**config.mk**
```make
export PLATFORM = sky130hd
export DESIGN_NAME = ps2_kbd_rx
export DESIGN_NICKNAME = d
export VERILOG_FILES = /design/src/rtl/ps2_pkg.sv /design/src/rtl/ps2_byte_fifo.sv /design/src/rtl/ps2_kbd_rx.sv
export SDC_FILE = /design/constraint.sdc
export NUM_CORES = 1
export LEC_CHECK = 0
export ABC_AREA = 1
export CORE_ASPECT_RATIO = 0.9
export CORE_UTILIZATION = 69
export CTS_CLUSTER_SIZE = 40
export DETAILED_ROUTE_END_ITERATION = 8
export DONT_BUFFER_PORTS = 1
export PLACE_DENSITY = 0.91
export SYNTH_ARGS = -nofsm -noshare
export SYNTH_HDL_FRONTEND = slang
export SYNTH_HIERARCHICAL = 1
export SYNTH_SLANG_ARGS = --single-unit
export TNS_END_PERCENT = 1
```
**constraint.sdc**
```tcl
create_clock -name clk -period 5.26 [get_ports clk]
set_input_delay 0.789 -clock clk [delete_from_list [all_inputs] [get_ports clk]]
set_output_delay 0.789 -clock clk [all_outputs]
set_load 0.02 [all_outputs]
```
**src/rtl/ps2_pkg.sv**
```systemverilog
// ps2_pkg: shared definitions for the PS/2 keyboard receiver.
//   PS2_FRAME_BITS / PS2_BYTE_W : frame and payload widths
//   scan_code_t                 : one scan-code byte
//   PS2_BREAK / PS2_EXT         : break and extended-prefix scan codes
//   odd_parity_ok / frame_ok    : frame checking helpers
package ps2_pkg;

  localparam int PS2_FRAME_BITS = 11;
  localparam int PS2_BYTE_W     = 8;

  typedef logic [PS2_BYTE_W-1:0] scan_code_t;

  localparam scan_code_t PS2_BREAK = 8'hF0;
  localparam scan_code_t PS2_EXT   = 8'hE0;

  // Odd parity holds when the data bits plus the parity bit XOR to 1.
  function automatic logic odd_parity_ok(input scan_code_t b, input logic p);
    return ((^b) ^ p) == 1'b1;
  endfunction

  // Frame layout, LSB first: [0] start, [8:1] data, [9] parity, [10] stop.
  function automatic logic frame_ok(input logic [PS2_FRAME_BITS-1:0] f);
    return (f[0] == 1'b0) && (f[10] == 1'b1) && odd_parity_ok(f[8:1], f[9]);
  endfunction

endpackage

```
**src/rtl/ps2_byte_fifo.sv**
```systemverilog
// ps2_byte_fifo: synchronous first-word-fall-through FIFO.
//   clk, rst : clock, asynchronous active-high reset
//   push, din: write request and data (accepted when not full, or when a
//              pop happens in the same cycle)
//   pop      : read request, ignored while empty
//   dout     : head entry, combinational read of the memory
//   full, empty : occupancy flags
module ps2_byte_fifo
  import ps2_pkg::*;
#(
  parameter int DEPTH = 8,
  parameter int WIDTH = 8
) (
  input  logic             clk,
  input  logic             rst,
  input  logic             push,
  input  logic [WIDTH-1:0] din,
  input  logic             pop,
  output logic [WIDTH-1:0] dout,
  output logic             full,
  output logic             empty
);

  localparam int AW = $clog2(DEPTH);
  localparam logic [AW:0] PTR_ONE = {{AW{1'b0}}, 1'b1};

  logic [AW:0]      wptr_r;
  logic [AW:0]      rptr_r;
  logic [WIDTH-1:0] mem_r [DEPTH];
  logic             do_pop_s;
  logic             do_push_s;

  // The extra pointer MSB separates full (MSBs differ) from empty (equal).
  assign empty     = (wptr_r == rptr_r);
  assign full      = (wptr_r[AW] != rptr_r[AW]) &&
                     (wptr_r[AW-1:0] == rptr_r[AW-1:0]);
  assign do_pop_s  = pop & ~empty;
  // When full, a same-cycle pop frees the head slot the push lands in.
  assign do_push_s = push & (~full | do_pop_s);
  assign dout      = mem_r[rptr_r[AW-1:0]];

  // Read and write pointer update.
  always_ff @(posedge clk or posedge rst) begin
    if (rst) begin
      wptr_r <= {(AW+1){1'b0}};
      rptr_r <= {(AW+1){1'b0}};
    end else begin
      if (do_push_s) wptr_r <= wptr_r + PTR_ONE;
      if (do_pop_s)  rptr_r <= rptr_r + PTR_ONE;
    end
  end

  // Storage; cleared on reset so dout reads 0 before the first write.
  always_ff @(posedge clk or posedge rst) begin
    if (rst) begin
      for (int i = 0; i < DEPTH; i++) mem_r[i] <= {WIDTH{1'b0}};
    end else if (do_push_s) begin
      mem_r[wptr_r[AW-1:0]] <= din;
    end
  end

endmodule

```
**src/rtl/ps2_kbd_rx.sv**
```systemverilog
// ps2_kbd_rx: PS/2 keyboard receiver front end.
//   clk, rst            : system clock, asynchronous active-high reset
//   ps2_clk, ps2_data   : raw asynchronous PS/2 pins
//   rd_en               : pop the head byte (ignored while valid=0)
//   clr_ovf             : clear the sticky overflow flag
//   data, valid         : FWFT head byte and not-empty flag
//   overflow            : sticky, a good byte was dropped on a full FIFO
//   frame_err           : one-cycle pulse on bad start/parity/stop
module ps2_kbd_rx
  import ps2_pkg::*;
#(
  parameter int FIFO_DEPTH     = 8,
  parameter int SYNC_STAGES    = 3,
  parameter int TIMEOUT_CYCLES = 8192
) (
  input  logic       clk,
  input  logic       rst,
  input  logic       ps2_clk,
  input  logic       ps2_data,
  input  logic       rd_en,
  input  logic       clr_ovf,
  output scan_code_t data,
  output logic       valid,
  output logic       overflow,
  output logic       frame_err
);

  localparam int TW = $clog2(TIMEOUT_CYCLES + 1);
  localparam logic [TW-1:0] TCNT_MAX = TW'(TIMEOUT_CYCLES - 1);
  localparam logic [TW-1:0] TCNT_ONE = TW'(1);

  logic [SYNC_STAGES-1:0]    clk_sync_r;
  logic [SYNC_STAGES-1:0]    dat_sync_r;
  logic                      clk_prev_r;
  logic                      fall_en_r;
  logic                      bit_r;
  logic [3:0]                bitcnt_r;
  logic [PS2_FRAME_BITS-1:0] shreg_r;
  logic [TW-1:0]             tcnt_r;
  logic                      frame_err_r;
  logic                      overflow_r;

  logic [PS2_FRAME_BITS-1:0] frame_next_s;
  logic                      frame_done_s;
  logic                      good_s;
  logic                      full_s;
  logic                      empty_s;
  logic                      ovf_event_s;

  // Pin synchronizers, preset to the idle-high bus level.
  always_ff @(posedge clk or posedge rst) begin
    if (rst) begin
      clk_sync_r <= {SYNC_STAGES{1'b1}};
      dat_sync_r <= {SYNC_STAGES{1'b1}};
    end else begin
      clk_sync_r <= {clk_sync_r[SYNC_STAGES-2:0], ps2_clk};
      dat_sync_r <= {dat_sync_r[SYNC_STAGES-2:0], ps2_data};
    end
  end

  // Falling-edge strobe; the data bit is captured alongside so both align.
  always_ff @(posedge clk or posedge rst) begin
    if (rst) begin
      clk_prev_r <= 1'b1;
      fall_en_r  <= 1'b0;
      bit_r      <= 1'b1;
    end else begin
      clk_prev_r <= clk_sync_r[SYNC_STAGES-1];
      fall_en_r  <= clk_prev_r & ~clk_sync_r[SYNC_STAGES-1];
      bit_r      <= dat_sync_r[SYNC_STAGES-1];
    end
  end

  // Frame as it looks after the current bit is shifted in (LSB first).
  assign frame_next_s = {bit_r, shreg_r[PS2_FRAME_BITS-1:1]};
  assign frame_done_s = fall_en_r & (bitcnt_r == 4'd10);
  assign good_s       = frame_done_s & frame_ok(frame_next_s);
  assign ovf_event_s  = good_s & full_s & ~(rd_en & ~empty_s);

  // Deframer shift register, bit counter and inter-edge timeout.
  always_ff @(posedge clk or posedge rst) begin
    if (rst) begin
      shreg_r  <= {PS2_FRAME_BITS{1'b0}};
      bitcnt_r <= 4'd0;
      tcnt_r   <= {TW{1'b0}};
    end else if (fall_en_r) begin
      shreg_r  <= frame_next_s;
      bitcnt_r <= (bitcnt_r == 4'd10) ? 4'd0 : (bitcnt_r + 4'd1);
      tcnt_r   <= {TW{1'b0}};
    end else if (bitcnt_r != 4'd0) begin
      // A stalled partial frame is abandoned without flagging an error.
      if (tcnt_r == TCNT_MAX) begin
        bitcnt_r <= 4'd0;
        tcnt_r   <= {TW{1'b0}};
      end else begin
        tcnt_r   <= tcnt_r + TCNT_ONE;
      end
    end else begin
      tcnt_r <= {TW{1'b0}};
    end
  end

  // Error pulse and sticky overflow; a new overflow wins over clr_ovf.
  always_ff @(posedge clk or posedge rst) begin
    if (rst) begin
      frame_err_r <= 1'b0;
      overflow_r  <= 1'b0;
    end else begin
      frame_err_r <= frame_done_s & ~frame_ok(frame_next_s);
      if (ovf_event_s) begin
        overflow_r <= 1'b1;
      end else if (clr_ovf) begin
        overflow_r <= 1'b0;
      end else begin
        overflow_r <= overflow_r;
      end
    end
  end

  ps2_byte_fifo #(
    .DEPTH (FIFO_DEPTH),
    .WIDTH (PS2_BYTE_W)
  ) u_fifo (
    .clk   (clk),
    .rst   (rst),
    .push  (good_s),
    .din   (frame_next_s[8:1]),
    .pop   (rd_en),
    .dout  (data),
    .full  (full_s),
    .empty (empty_s)
  );

  assign valid     = ~empty_s;
  assign overflow  = overflow_r;
  assign frame_err = frame_err_r;

endmodule

```
==> flow_summary.ini <==
[synthesis]
synth_edf_count = 0
syn_nets = 689
synth_top_area_share_pct = 44.87
synth_common_cells = 218 x nand2_1, 103 x dfrtp_1, 67 x nand4_1
ys_warn_count = 6
synthTopCellsByArea = dfrtp_1 45%, nand2_1 14%, nand4_1 7.3%
ys_ff_latch = 111
synth_ff_type = dfrtp_1
syn_area_um2 = 5744
synthArstFlopShare_pct = 100.0
avgSynthCellArea_um2 = 8.485
syn_inst = 677
synth_top_area_cell = dfrtp_1
yosys.cell_count.top_type = nand2_1
synth_cell_types = 39
ys_seq_area_share_pct = 48.53

[setup_path]
crit_top_cell = nand2_1
criticalPathCategory = reg -> out
crit_path_end_kind = output pin
critPathMaxFanout = 36
critPathMaxStageDelay_ps = 1010
start_kind = flip-flop
path_cells = inv_2 -> o21ai_0 -> o22ai_1 -> nand2_1 -> nand2_1
cp.arrival_ps = 2640
critPathBufInv = 1
crit_family = flip-flops
required_ps = 4470
critical_path.slowest_cell = dfrtp_1

[drt]
routedWlPerCell_um = 17.54
drt_iter0_markers = 486
ant_nets = 0
vias_per_cell = 6.184
vias = 4681
post-route-drc-count = 0
dr.pass1.iters = 5
routed_wl_um = 13280

[sta]
timing.hold.ws_ps = 362.8
worstMarginPinSlew_ps = 995.6
rsz0062_at_grt = false
final_max_slew_viol_count = 0
fmax_mhz = 291.8
hold_viol_final = 0
period_needed_ps = 3427
fin_crit_sh_pct = 65.16
setup-violations-final = 0
relSlewSlack_pct = 33.63
fin_skew_ps = 13.36
tns_ps = 0

[clocking]
cts_buffers = 9
cts_setup_buffers = 0
cts.clk_slew.worst_paths_ps = 100
cts.sink_count = 111
cts_resized = 0
cts_tree = done
insertion_delay_ps = 370
hold_buffers = 0
cts-root-buf = clkbuf_8
max-clock-path-buffers = 2
htreeDepth = 3

[floorplan]
floorplan.initialDensity_pct = 71.20
coreArea_um2 = 8068
die_h_um = 88.56
die_area_um2 = 8694
die_width_um = 98.18
num_rows = 31
ios = 17

[global_route]
grt_use_total_pct = 33.14
grt_pass1_vias = 4479
grt_pass1_wl_um = 22170
grt_max_degree = 73
grt_overflow_total = 0
antenna_found_initial = 0

[placed_design]
place_hpwl_um = 8898
place.gp.congestion = 0.9305
io_buffer_count = 0

[finish]
syn_to_final_growth_pct = 1.350
final.fill_count = 588
multi_input_area_um2 = 2539
register_area_um2 = 2788
drive_gt1_share_pct = 9.271
fin_nets = 665
antennaDiodeCount = 0

[run]
maxCapViolCount = 0

[outcome]
status = finished, final reports clean

[pwr]
ir_drop_v = 0.0001865
power_density_nw_per_um2 = 391.2
power.leakage_uw = 0.002910

[min_path]
hp-class = reg -> reg
[logic make-up (layout without fill, tap and decap cells)]
logic type               count (synthesis)  count (layout)  synth area share [%]
buffers and inverters                   78              59                 7.406
AND/OR/NAND/NOR                        390             390                 32.63
AO/OA/AOI/OAI                           70              70                 6.644
XOR/XNOR                                22              22                 3.485
adder cells (fa/ha/maj)                  6               6                 1.307
flip-flops                             111             111                 48.53
[area by class of cell]
class                   count  area share [%]
inverters                  38           2.622
flip-flops and latches    111           47.88
clock buffers              10           2.192
repair buffers              5          0.6447
clock inverters             6          0.9241
well taps                  99           2.128
multi-input cells         488           43.61
[report_power, final]
group / switching (uW) / internal [uW]
Sequential: 179 / 913
Clock: 294 / 181
Combinational: 489 / 223
Total: 961 / 1320
[per-stage QoR]
step / area, um2 / std cells / setup slack [ps] / utilization (%) / power, uW
after detailed placement: 5640 / 741 / 2123 / 69.91 / 1794
after CTS: 5822 / 757 / 1927 / 72.16 / 2268
after global placement: 5640 / 741 / 2275 / 69.91 / 1768
after floorplan: 5744 / 677 / 2646 / - / 1654
after global routing: 5822 / 757 / 1631 / 72.16 / 2405
final: 5822 / 757 / 1833 / 72.16 / 2278
[placed cells by master, fill, tap and decap left out, drive strengths merged, types with 8 or more instances in the layout]
cell type,n
nand2,223
nor2,60
xor2,13
o22ai,17
nor3,11
xnor2,9
clkbuf,10
dfrtp,103
nand4,69
nand3,23
inv,41
o21ai,48
dfstp,8
[metal layers]
metal / part of all wire [%] / wire length (um) / track usage, % / vias up
met3: 8.8 / 1172 / 6.556 / 32
met2: 47 / 6207 / 52.11 / 245
met1: 42 / 5601 / 45.60 / 2209
met5: 0 / 0 / 0 / -
met4: 2.3 / 299 / 14.65 / 0
li1: - / - / - / 2195
[sequential cells by signal, summed over array words and instances, names as in the netlist, 3 cells and up]
signal         cells
u_fifo/wptr_r      4
bitcnt_r           4
dat_sync_r         3
tcnt_r            14
u_fifo/mem_r      64
shreg_r           10
u_fifo/rptr_r      4
clk_sync_r         3
[final timing paths]
kind	startpoint	to	slack, ps	cells after the start
max	u_fifo/rptr_r[0]	data[7]	1830	5
min	dat_sync_r[1]	dat_sync_r[2]	360	0
max reg2reg	u_fifo/rptr_r[0]	u_fifo/mem_r[9]	1970	9
min reg2reg	dat_sync_r[1]	dat_sync_r[2]	360	0
max in group asynchronous	rst	u_fifo/mem_r[22]	4090	2
min in group asynchronous	rst	shreg_r[5]	400	2
No activity file was read; power rests on OpenSTA's default activity.
